[src/rtl/vedic_mul8_seq.sv]
// Unsigned 8x8 multiplier sequencer: time-shares one external 4x4 multiplier over four
// cycles, accumulating shifted nibble products behind valid/ready handshakes.
module vedic_mul8_seq #(
  parameter int TAG_W = 2
) (
  input  logic             clk,
  input  logic             rst,
  input  logic             in_valid,
  output logic             in_ready,
  input  logic [7:0]       in_a,
  input  logic [7:0]       in_b,
  input  logic [TAG_W-1:0] in_tag,
  output logic             out_valid,
  input  logic             out_ready,
  output logic [15:0]      out_p,
  output logic [TAG_W-1:0] out_tag,
  output logic             busy,
  output logic [3:0]       mul_a,
  output logic [3:0]       mul_b,
  input  logic [7:0]       mul_r
);

  typedef enum logic [1:0] {
    S_IDLE = 2'd0,
    S_MUL  = 2'd1,
    S_DONE = 2'd2
  } state_t;

  state_t             r_state;
  state_t             w_state_nxt;
  logic [1:0]         r_step;
  logic [7:0]         r_a;
  logic [7:0]         r_b;
  logic [TAG_W-1:0]   r_tag;
  logic [15:0]        r_acc;
  logic [15:0]        w_pp_shifted;

  always_ff @(posedge clk or posedge rst) begin
    if (rst) r_state <= S_IDLE;
    else     r_state <= w_state_nxt;
  end

  // NOTE: every signal assigned in always_comb gets a default first so no latch is inferred.
  always_comb begin
    w_state_nxt = r_state;
    case (r_state)
      S_IDLE:  if (in_valid)        w_state_nxt = S_MUL;
      S_MUL:   if (r_step == 2'd3)  w_state_nxt = S_DONE;
      S_DONE:  if (out_ready)       w_state_nxt = S_IDLE;
      default:                      w_state_nxt = S_IDLE;
    endcase
  end

  // Nibble select: step[0] picks the high half of a, step[1] the high half of b.
  assign mul_a = (r_state == S_MUL) ? (r_step[0] ? r_a[7:4] : r_a[3:0]) : 4'd0;
  assign mul_b = (r_state == S_MUL) ? (r_step[1] ? r_b[7:4] : r_b[3:0]) : 4'd0;

  always_comb begin
    w_pp_shifted = {8'd0, mul_r};
    case (r_step)
      2'd1, 2'd2: w_pp_shifted = {4'd0, mul_r, 4'd0};
      2'd3:       w_pp_shifted = {mul_r, 8'd0};
      default:    w_pp_shifted = {8'd0, mul_r};
    endcase
  end

  // NOTE: sequential state uses non-blocking assignments so every register samples pre-edge values.
  always_ff @(posedge clk or posedge rst) begin
    if (rst) begin
      r_step <= 2'd0;
      r_a    <= 8'd0;
      r_b    <= 8'd0;
      r_tag  <= '0;
      r_acc  <= 16'd0;
    end else begin
      case (r_state)
        S_IDLE: begin
          if (in_valid) begin
            r_a    <= in_a;
            r_b    <= in_b;
            r_tag  <= in_tag;
            r_acc  <= 16'd0;
            r_step <= 2'd0;
          end
        end
        S_MUL: begin
          r_acc  <= r_acc + w_pp_shifted;
          r_step <= r_step + 2'd1;
        end
        default: ;
      endcase
    end
  end

  assign in_ready  = (r_state == S_IDLE) && !rst;
  assign out_valid = (r_state == S_DONE);
  assign busy      = (r_state != S_IDLE);
  assign out_p     = r_acc;
  assign out_tag   = r_tag;

endmodule

[config.mk]
export PLATFORM = sky130hd
export DESIGN_NAME = vedic_mul8_seq
export DESIGN_NICKNAME = d
export VERILOG_FILES = /design/src/rtl/vedic_mul8_seq.sv
export SDC_FILE = /design/constraint.sdc
export NUM_CORES = 1
export LEC_CHECK = 0
export CAP_MARGIN = 20
export CORE_MARGIN = 2
export CORE_UTILIZATION = 25
export CTS_CLUSTER_DIAMETER = 100
export CTS_CLUSTER_SIZE = 28
export DETAILED_ROUTE_END_ITERATION = 7
export DONT_BUFFER_PORTS = 1
export PLACE_DENSITY = 0.34
export SLEW_MARGIN = 20
export SYNTH_ARGS = -nofsm -noshare
export SYNTH_HDL_FRONTEND = slang
export SYNTH_SLANG_ARGS = --single-unit
[constraint.sdc]
create_clock -name clk -period 5.9 [get_ports clk]
set_input_delay 1.18 -clock clk [delete_from_list [all_inputs] [get_ports clk]]
set_output_delay 1.18 -clock clk [all_outputs]
set_load 0.01 [all_outputs]
**Yosys cells after proc, flatten, opt, wreduce, memory -nomap -nowiden**

Cells that the tools add are included.

- Flip-flop bits (word level): 38
- ROM bits: 0
- Output and inout port bits: 29
- Memory bits (writable): 0
- Latch bits: 0
- Input port bits: 30
- Memories kept: 0

- Div/mod/pow operators: 0
- Bitwise operators: 0
- Eq/ne operators: 8
- Muxes and demuxes: 13
- Reduce and logical (&&, ||, !) cells: 9
- $mul: 0
- Order comparisons: 0
- Shifts and indexed selects: 0
- $add $sub $neg: 2

Operators by type and width:

| operator | number |
|---|---|
| one-hot mux 16 bit (2 select lines) | 2 |
| adder 16 bit | 1 |
| 2-to-1 mux 16 bit | 1 |
| 2-to-1 mux 4 bit | 4 |
| 2-to-1 mux 2 bit | 4 |
| equality test 2 bit (second input constant) | 3 |
| one-hot mux 2 bit (3 select lines) | 1 |
| equality test 2 x 1 -> 1 bit (second input constant) | 2 |
| != test 2 bit (second input constant) | 2 |
| one-hot mux 2 bit (2 select lines) | 1 |
| AND reduction 2 bit | 2 |
| nonzero test 2 bit | 2 |
| AND reduction 3 bit | 1 |
| adder 2 x 1 -> 2 bit (second input constant) | 1 |
| logical NOT 2 bit | 1 |
| != test 2 x 1 -> 1 bit (second input constant) | 1 |
| OR reduction 2 bit | 1 |
| logical AND 1 bit | 1 |
| logical NOT 1 bit | 1 |

**Logic depth before layout (Yosys ltp)**

- Depth in word-level cells: 5
- Gate-level depth with buffers: 14

**Least setup slack after synthesis**

OpenSTA, ideal clock, no wires.

- Path kind: input -> register
- Start point: input mul_r[0]
- End point: register r_acc[15] (netlist: out_p[15])
- Data arrival time: 3.241 ns
- Slack: 2.590 ns
- Stages: 9
- Library setup time: 0.069 ns
- Buffers on the path: 0
- Cell sequence: a22oi_1 -> nor2_1 -> ha_1 -> a21o_4 -> a2111oi_2 -> or4b_4 -> and4_4 -> or4_1 -> nand3_1

- Word-level cells in the longest chain between the ends: 3

RTL lines:

| what | RTL line | text |
|---|---|---|
| start, declared | 20 | `input logic [7:0] mul_r` |
| one-hot mux 16 bit (2 select lines) | 60 | `case (r_step)` |
| adder 16 bit | 87 | `r_acc <= r_acc + w_pp_shifted;` |
| one-hot mux 16 bit (2 select lines) | 76 | `case (r_state)` |
| end signal, assigned | 87 |  |
| end, declared | 35 | `logic [15:0] r_acc;` |

No other way between the ends.
A chain may end at the register's enable or synchronous reset.

**Worst setup path after layout**

- Start point: register r_step[0]
- End point: register r_acc[14] (netlist: out_p[14])

- Word-level cells in the longest chain between the ends: 5
- Elaborated cells between the ends (all ways): 7
- Those cells by class: 1 x add/sub; 3 x eq/ne; 2 x mux; 1 x reduce/logical

RTL lines:

| what | RTL line | text |
|---|---|---|
| start, declared | 31 | `logic [1:0] r_step;` |
| start signal, assigned | 88 | `r_step <= r_step + 2'd1;` |
| equality test 2 x 1 -> 1 bit / equality test 2 bit (equally long branches) | 60 |  |
| OR reduction 2 bit | 60 |  |
| one-hot mux 16 bit (2 select lines) (*) | 60 |  |
| adder 16 bit (*) | 87 |  |
| one-hot mux 16 bit (2 select lines) (*) | 76 |  |

Mark *: on every way between the ends. The rest lies on a longest branch, timed or not.

==> results.json <==
{
  "outcome": "completed",
  "viasPerCell": 4.797,
  "cts_buffers": 5,
  "async_reset_ff_frac": 1.000,
  "grt_antenna_before_repair": 0,
  "vias": 1847,
  "grt_pass1_vias": 1927,
  "synth_warnings": 0,
  "clk_pin_slew_ps": 80,
  "insertion_delay_ps": 300,
  "grtUsageTotal": 0.1301,
  "hold_viol": 0,
  "worst_slew_pin_slew_ps": 672.7,
  "ios": 59,
  "crit_slowest_cell": "dfrtp_1",
  "dieArea_mm2": 0.01058,
  "dp_hpwl_mm": 4.862,
  "synth-edff-count": 0,
  "hold_depth": 1,
  "coreArea_mm2": 0.009639,
  "syn_area_per_cell_um2": 9.578,
  "ir_drop_uv": 193.4,
  "start_util": 0.2534,
  "slew_headroom": 0.5506,
  "setup_slack_ps": 2468,
  "drive_gt1_frac": 0.1508,
  "period_minus_slack_ps": 3432,
  "gp_congestion": 0.8230,
  "power.share.switching": 0.4720,
  "ant_nets": 0,
  "gr-total-overflow": 0,
  "fp.dieH_um": 102.8,
  "path_cells": "inv_1 > ha_1 > and2_1 > ha_1 > fa_1 > a21o_1 > a311oi_1 > o211ai_1 > a311oi_1 > xor2_1 > o21ai_0",
  "final_cells": 385,
  "post-cts-setup-buffers": 0,
  "synth_nets": 303,
  "postCtsHoldBufs": 0,
  "holdWs_ps": 509.9,
  "end_kind": "register",
  "pwr-share-seq": 0.317,
  "fmax_ghz": 0.2914,
  "crit_required_ps": 6060,
  "wl_per_cell_um": 16.95,
  "cts_buffer_depth": 2,
  "final_core_util": 0.2762,
  "worst-setup-path-type": "register to register",
  "rsz0062_at_grt": "false",
  "diodes": 0,
  "mostFrequentLayoutCells": "dfrtp_1, nand2_1, mux2_2",
  "clock-sinks": 38,
  "p_comb_frac": 0.572,
  "rows": 36,
  "powerDensity_mw_per_mm2": 624.0,
  "pwr-share-clk": 0.111,
  "wl_mm": 6.526,
  "post-place-ws_ps": 2405,
  "drt-initial-drc-count": 43,
  "syn_to_final_growth_pct": 9.016,
  "syn_area_mm2": 0.002442,
  "crit_buf_inv": 1,
  "leakagePower_nw": 1.158,
  "htreeDepth": 2,
  "critPathMaxStageDelay_ps": 560,
  "yosysTopAreaCell": "dfrtp_1",
  "post_cts_resized": 0,
  "grt_pass1_wl_mm": 10.45,
  "yosysSeqAreaShare": 0.3893,
  "clock_skew_ps": 12.82,
  "final_common_cell": "dfrtp_1",
  "ys_types": 42,
  "cts_tree": "yes",
  "syn_inst": 255,
  "grt_start_max_net_pins": 39,
  "drtPass1Iterations": 4,
  "cp_data_arrival_time_ps": 3590,
  "fill_cells": 1052,
  "ys_ff_latch": 38,
  "drv_cap": 0,
  "cp_num_cells": 11,
  "die_w_um": 102.8,
  "power.switching_mw": 0.7842,
  "reg2regPathDepth": 11,
  "internal_power_mw": 0.8772,
  "finalCritPeriodShare": 0.5817,
  "fin_setup_tns_ps": 0,
  "synthFlopType": "dfrtp_1",
  "hold_class": "register to register",
  "dp.cells": 378,
  "critPathLaunchType": "register",
  "synth_area_leaders": "dfrtp_1, ha_1, mux2_2, nand2_1, mux2i_1",
  "nNetsFinal": 300,
  "setup_viol": 0,
  "root_buffer": "clkbuf_8",
  "crit_fanout": 16,
  "port_buffers": 0,
  "yosysTopAreaCellShare": 0.3893,
  "drc": 0,
  "path_delay_family": "compound AO/OA/AOI/OAI gates",
  "final_max_slew_viol_count": 0
}
cell usage after synthesis, drive strengths merged, types with 6 or more instances:
cell,count
nand2,37
mux2,18
dfrtp,38
inv,6
clkbuf,11
o22ai,10
nor2,16
xnor2,7
ha,17
and2,8
o21ai,14
a21oi,11
xor2,6
mux2i,8
area by class of cell:
class / count / area, um^2 / share of cell area
Clock buffer: 5 / 68.82 / 0.02585
Inverter: 6 / 22.52 / 0.008459
Sequential cell: 38 / 950.9 / 0.3571
Multi-Input combinational cell: 198 / 1421 / 0.5338
Clock inverter: 2 / 10.01 / 0.003759
Timing Repair Buffer: 3 / 22.52 / 0.008459
Tap cell: 133 / 166.4 / 0.06250
per-stage QoR:
stage	total power [mW]	instance area [um^2]
global placement	1.505	2584
global route	1.834	2663
CTS	1.696	2663
finish	1.661	2663
detailed placement	1.503	2584
floorplan	1.286	2442
per-layer routing:
metal  share of wire  track usage  wire length (um)  up-vias
li1                -            -                 -      907
met1            0.46       0.1622              2970      887
met2            0.46       0.2092              3016       49
met3           0.074      0.05424               482        4
met4          0.0086      0.03340                56        0
met5               0            0                 0        -
kinds of logic (layout without fill, tap and decap cells):
| family | after synthesis | count (layout) | share of synthesized area |
|---|---|---|---|
| AO/OA/AOI/OAI | 62 | 62 | 0.1721 |
| XOR/XNOR | 13 | 13 | 0.04662 |
| adder cells (fa/ha/maj) | 18 | 18 | 0.09529 |
| buffers and inverters | 19 | 16 | 0.02971 |
| flip-flops | 38 | 38 | 0.3893 |
| multiplexers | 26 | 26 | 0.1158 |
| AND/OR/NAND/NOR | 79 | 79 | 0.1511 |
path summary, 6_finish.rpt:
kind,startpoint,endpoint,slack [ps]
max in group asynchronous,rst,r_state[1],4640
setup reg to reg,r_step[0],out_p[14],2470
hold / removal,r_b[7],r_b[7],510
setup / recovery,r_step[0],out_p[14],2470
hold reg to reg,r_b[7],r_b[7],510
min in group asynchronous,rst,r_step[1],890
power groups by stage:
stage                     Combinational, mW  Clock [mW]  Sequential [mW]
after floorplan                       0.800           0            0.487
after global placement                0.968           0            0.537
after detailed placement              0.964           0            0.539
after CTS                             0.968       0.195            0.533
after global routing                   1.08       0.204            0.551
final                                 0.951       0.184            0.526
state kept, by name (all words and copies together), names as in the netlist:
| register | cells |
|---|---|
| r_b | 8 |
| r_a | 8 |
| r_state | 2 |
| out_tag | 2 |
| r_step | 2 |
| out_p | 16 |
Power figures use the tool's default switching activity.
==> patch 1, RTL diff (same settings) <==
Change the parameter `TAG_W` from 2 to 4.
--- a/src/rtl/vedic_mul8_seq.sv
+++ b/src/rtl/vedic_mul8_seq.sv
@@ -1,7 +1,7 @@
 // Unsigned 8x8 multiplier sequencer: time-shares one external 4x4 multiplier over four
 // cycles, accumulating shifted nibble products behind valid/ready handshakes.
 module vedic_mul8_seq #(
-  parameter int TAG_W = 2
+  parameter int TAG_W = 4
 ) (
   input  logic             clk,
   input  logic             rst,
Interface: changed (resized in_tag and out_tag); port bits go from 59 to 63. No check against the original RTL was run, so the function may have changed too.
==> patch 1 against the unedited design <==
- first-iteration DRC count grew 130%
- non-clock buffer count is the same
- sequential cell count grew 2
- routed wire length grew 12%
- combinational power grew 4.6%
- setup slack gained 0.20 ns
- critical path type unchanged
- clock skew shrank 0.0040 ns
- utilization grew 0.14 points
- synthesized area grew 6.4%
- power grew 7.5%
- design area grew 6.2%
==> patch 1: results (changes against the unedited design) <==
ranking of synthesized cells by area=dfrtp_1 39%, nand2_1 13%, ha_1 8.2%; wirelength, routed=7330 um (+12%); CTS root buf=clkbuf_8; Worst R2R Path Depth=10 (-1); cts bufs inserted=5 (unchanged); slowest CP cell=dfrtp_1; post-synthesis adder-cell area fraction=8.96% (-0.57 points); measured slew at the worst slew-check pin=0.830 ns (+0.158 ns); clock buffer depth=2 (unchanged); first-pass GRT wire length=12000 um (+15%); xor-xnor portion of the synthesized cell area=3.37% (-1.3 points); Hold Path Origin=r_b[1]; Pre-antenna DRT Iters=4 (unchanged); # port buffers=0 (unchanged); slowest cell delay on critical path=0.54 ns (-0.02 ns); outcome=finished clean; Initial DRC Count=101 (+130%); post-CTS resize count=0 (unchanged); HPWL after DPL=5390 um (+11%); fin nets=363 (+21%); GRT Overall Usage=13.7% (+0.70 points); CP startpoint kind=register; Async SR Flop Fraction=100% (unchanged); most instantiated cells after synthesis=88 x nand2_1, 40 x dfrtp_1, 21 x nand3_1, 21 x nor2_1; layout cell share with drive strength beyond 1=4.14% (-11 points); hold-critical path depth=2 (+1); DP Area=2710 um^2 (+4.9%); Placer Congestion=0.780 (-5.2%); routed via count=2139 (+16%); Synth Area in Compound Gates=16.0% (-1.2 points); Yosys cell types=40 (-4.8%); htree depth=2 (unchanged); post-synthesis mux area share=3.47% (-8.1 points); arrival time worst endpoint=3.42 ns (-0.17 ns); sw power=0.000887 W (+13%); CTS clock-pin slew for the worst setup and hold paths=0.10 ns (+0.02 ns); pin count of the biggest net entering global routing=41 (+5.1%); Filler Cells Inserted=1145 (+8.8%); peak supply drop=0.000156 V (-19%); Post-Route Skew=0.00880 ns (-0.00402 ns); vias in the first global route=2161 (+12%); setup bufs post-CTS=0 (unchanged); Post-Syn Nets=374 (+23%); part of the Yosys area used for sequential elements=38.5% (-0.42 points); P_leak=1.31 nW (+13%); Synth-to-Final Area Change=8.81%
[patch 1: changes by cell type after synthesis, sizes merged, moves of 9 or more]
cell,unedited run,this run
o22ai,10,0
nand2,37,88
mux2,18,0
nand3,3,21
clkbuf,11,21
o21ai,14,23
[patch 1: path summary, 6_finish.rpt]
path	slack, ns	endpoint
worst max-delay path	2.67	out_p[14]
worst min register to register	0.48	r_b[1]
worst min-delay path	0.48	r_b[1]
max in group asynchronous	4.63	r_a[4]
min in group asynchronous	0.89	out_p[1]
worst max register to register	2.67	out_p[14]
[patch 1: cells by family (layout without fill, tap and decap cells)]
kind of cell               Yosys count  count (layout)
and+or+nand+nor                    155             155
muxes                                9               9
adders and majority gates           18              18
xor gates and xnor gates            10              10
AOI/OAI and AO/OA                   65              65
DFF                                 40              40
buffers and inverters               27              17
[patch 1: tightest hold or removal path, stage by stage (launching register included)]
cell     delay (ns)
dfrtp_1        0.35
nand2_1        0.05
nand2_1        0.05
[patch 1: per-stage QoR]
step | cells | setup slack, ns
finish | 450 | 2.67
global route | 450 | 2.41
CTS | 450 | 2.62
detailed placement | 442 | 2.57
global placement | 442 | 2.59
floorplan | 324 | 2.73
[patch 1: cell type report]
type,instances,share of cell area (%)
clock buffers,5,2.43
repair buffers,3,0.796
inverters,6,0.796
flip-flops and latches,40,35.4
clock inverters,3,1.68
well taps,136,6.02
multi-input cells,257,52.9
[patch 1: power groups by stage]
stage                     sequential, W  clock (W)  combinational [W]
final                          0.000548   0.000243           0.000995
after global routing           0.000572   0.000269            0.00114
after CTS                      0.000555   0.000257            0.00101
after detailed placement       0.000560          0            0.00101
after global placement         0.000557          0            0.00101
after floorplan                0.000505          0           0.000823
[patch 1: per-layer routing]
layer  global-route usage, %  share of wire, %  up-vias
met2                    23.9                48       46
met5                       0                 0        -
li1                        -                 -     1098
met1                    16.9                45      993
met4                    2.82              0.53        0
met3                    3.86               6.0        2
==> patch 2, RTL diff (same flow settings) <==
Without the edit above. The 3 states of `state_t` get a one-hot encoding in 3 bits.
--- a/src/rtl/vedic_mul8_seq.sv
+++ b/src/rtl/vedic_mul8_seq.sv
@@ -20,10 +20,10 @@
   input  logic [7:0]       mul_r
 );
 
-  typedef enum logic [1:0] {
-    S_IDLE = 2'd0,
-    S_MUL  = 2'd1,
-    S_DONE = 2'd2
+  typedef enum logic [2:0] {
+    S_IDLE = 3'b001,
+    S_MUL  = 3'b010,
+    S_DONE = 3'b100
   } state_t;
 
   state_t             r_state;
Function: no difference found for any inputs over 10 cycles, from zero or initial values and one cycle with rst high; not proved beyond that.
==> patch 2 against the unedited design <==
- combinational power down 38%
- synthesized cell count up 3.5%
- count of clock-buffer cells in the layout is 1 higher
- sequential power is 4.0% lower
- design area up 3.9%
- global-route usage down 1.1 points
- non-clock buffer count down 1
- routed wire length down 3.6%
- sequential cell count up 1
- register-to-register slack improved by 0.34 ns
- synthesized area increased by 4.0%
- setup slack gained 0.32 ns
- power shrank 21%
==> patch 2: results (changes against the unedited design) <==
layout cell share with drive strength beyond 1=15.7% (+0.63 points); Post-Syn Nets=312 (+3.0%); most instantiated cells after synthesis=38 x dfrtp_1, 31 x nand2_1, 19 x nor2_1, 18 x mux2_2, 18 x o21ai_0; cts bufs inserted=5 (unchanged); peak supply drop=0.000138 V (-29%); CTS root buf=clkbuf_8; GRT Overall Usage=11.9% (-1.1 points); post-synthesis mux area share=11.5% (-0.051 points); Filler Cells Inserted=1075 (+2.2%); Max FO, Critical Path=26 (+10); Hold Path Class=register to register; Synth Area in Compound Gates=18.4% (+1.2 points); Post-Route Skew=0.0115 ns (-0.00134 ns); htree depth=2 (unchanged); CTS clock-pin slew for the worst setup and hold paths=0.09 ns; Async SR Flop Fraction=100% (unchanged); post-synthesis adder-cell area fraction=9.16% (-0.37 points); worst skew pair latency=0.30 ns (about the same); part of the Yosys area used for sequential elements=38.5% (-0.46 points); slowest cell delay on critical path=0.57 ns; HPWL after DPL=4520 um (-7.1%); max FFs per register=16 (unchanged); Pre-antenna DRT Iters=4 (unchanged); first-pass GRT wire length=10300 um (-1.1%); P_seq=0.000505 W (-4.0%); Yosys cell types=46 (+9.5%); Top delay family on crit path=simple AND/OR/NAND/NOR gates; outcome=finished clean; Switching Share=43.4% (-3.8 points); P_leak=1.22 nW (+5.5%); # port buffers=0 (unchanged); Post-synth EDFFs=0 (unchanged); ranking of synthesized cells by area=dfrtp_1 37%, ha_1 8.4%, mux2_2 8.0%; setup bufs post-CTS=0 (unchanged); vias in the first global route=1960 (+1.7%); clock buffer depth=2 (unchanged); synth warn=0 (unchanged); Hold-fix buffers, CTS=0 (unchanged); xor-xnor portion of the synthesized cell area=4.14% (-0.52 points); Int Pwr=0.000739 W (-16%); initial antenna violation count=0 (unchanged); slowest CP cell=nand2_1; Logic pwr share=45.5% (-12 points); wire length per cell=16.0 um (-5.8%); measured slew at the worst slew-check pin=0.942 ns (+0.269 ns); Initial DRC Count=48 (+12%); Placer Congestion=0.768 (-6.7%); via/cell ratio=4.78 (-0.38%); pin count of the biggest net entering global routing=40 (+2.6%); arrival time worst endpoint=1.93 ns (-1.66 ns)
## patch 2: layout make-up
type / count / area (um^2) / area share, %
clock buffer: 6 / 82.6 / 2.99
clock inverter: 2 / 16.3 / 0.588
inverter: 8 / 30.0 / 1.09
multi-input combinational: 204 / 1470 / 53.2
sequential: 39 / 977 / 35.3
tap: 133 / 166 / 6.02
timing repair buffer: 2 / 22.5 / 0.814
## patch 2: kinds of logic after synthesis
kind of cell	after synthesis
multiplexers	27
XOR/XNOR	12
flip-flops	39
buffers and inverters	21
adder cells (fa/ha/maj)	18
AO/OA/AOI/OAI	71
AND/OR/NAND/NOR	76
## patch 2: worst paths after layout
kind / startpoint / end / slack (ns) / depth (start not counted)
hold reg to reg: r_a[6] / r_a[6] / 0.51 / 1
hold / removal: r_a[6] / r_a[6] / 0.51 / 1
max in group asynchronous: rst / r_a[3] / 4.63 / 2
min in group asynchronous: rst / out_p[3] / 0.89 / 2
setup reg to reg: r_step[0] / out_p[14] / 2.81 / 11
setup / recovery: r_state[2] / mul_a[1] / 2.79 / 3
## patch 2: through the flow
stage	area (um^2)	cells	setup WS [ns]	hold WS (ns)
4_1_cts	2750	393	2.66	0.519
6_report	2770	394	2.79	0.512
3_5_place_dp	2650	385	2.64	0.496
5_1_grt	2770	394	2.49	0.533
2_1_floorplan	2540	264	2.91	0.480
3_3_place_gp	2650	385	2.66	0.491
## patch 2: metal layers
| layer | track usage [%] | wire length [um] | share of wire, % | up-vias |
|---|---|---|---|---|
| met3 | 3.56 | 341 | 5.4 | 4 |
| li1 | - | - | - | 929 |
| met1 | 14.8 | 2880 | 46 | 907 |
| met2 | 19.9 | 3030 | 48 | 43 |
| met5 | 0 | 0 | 0 | - |
| met4 | 3.14 | 41 | 0.65 | 0 |
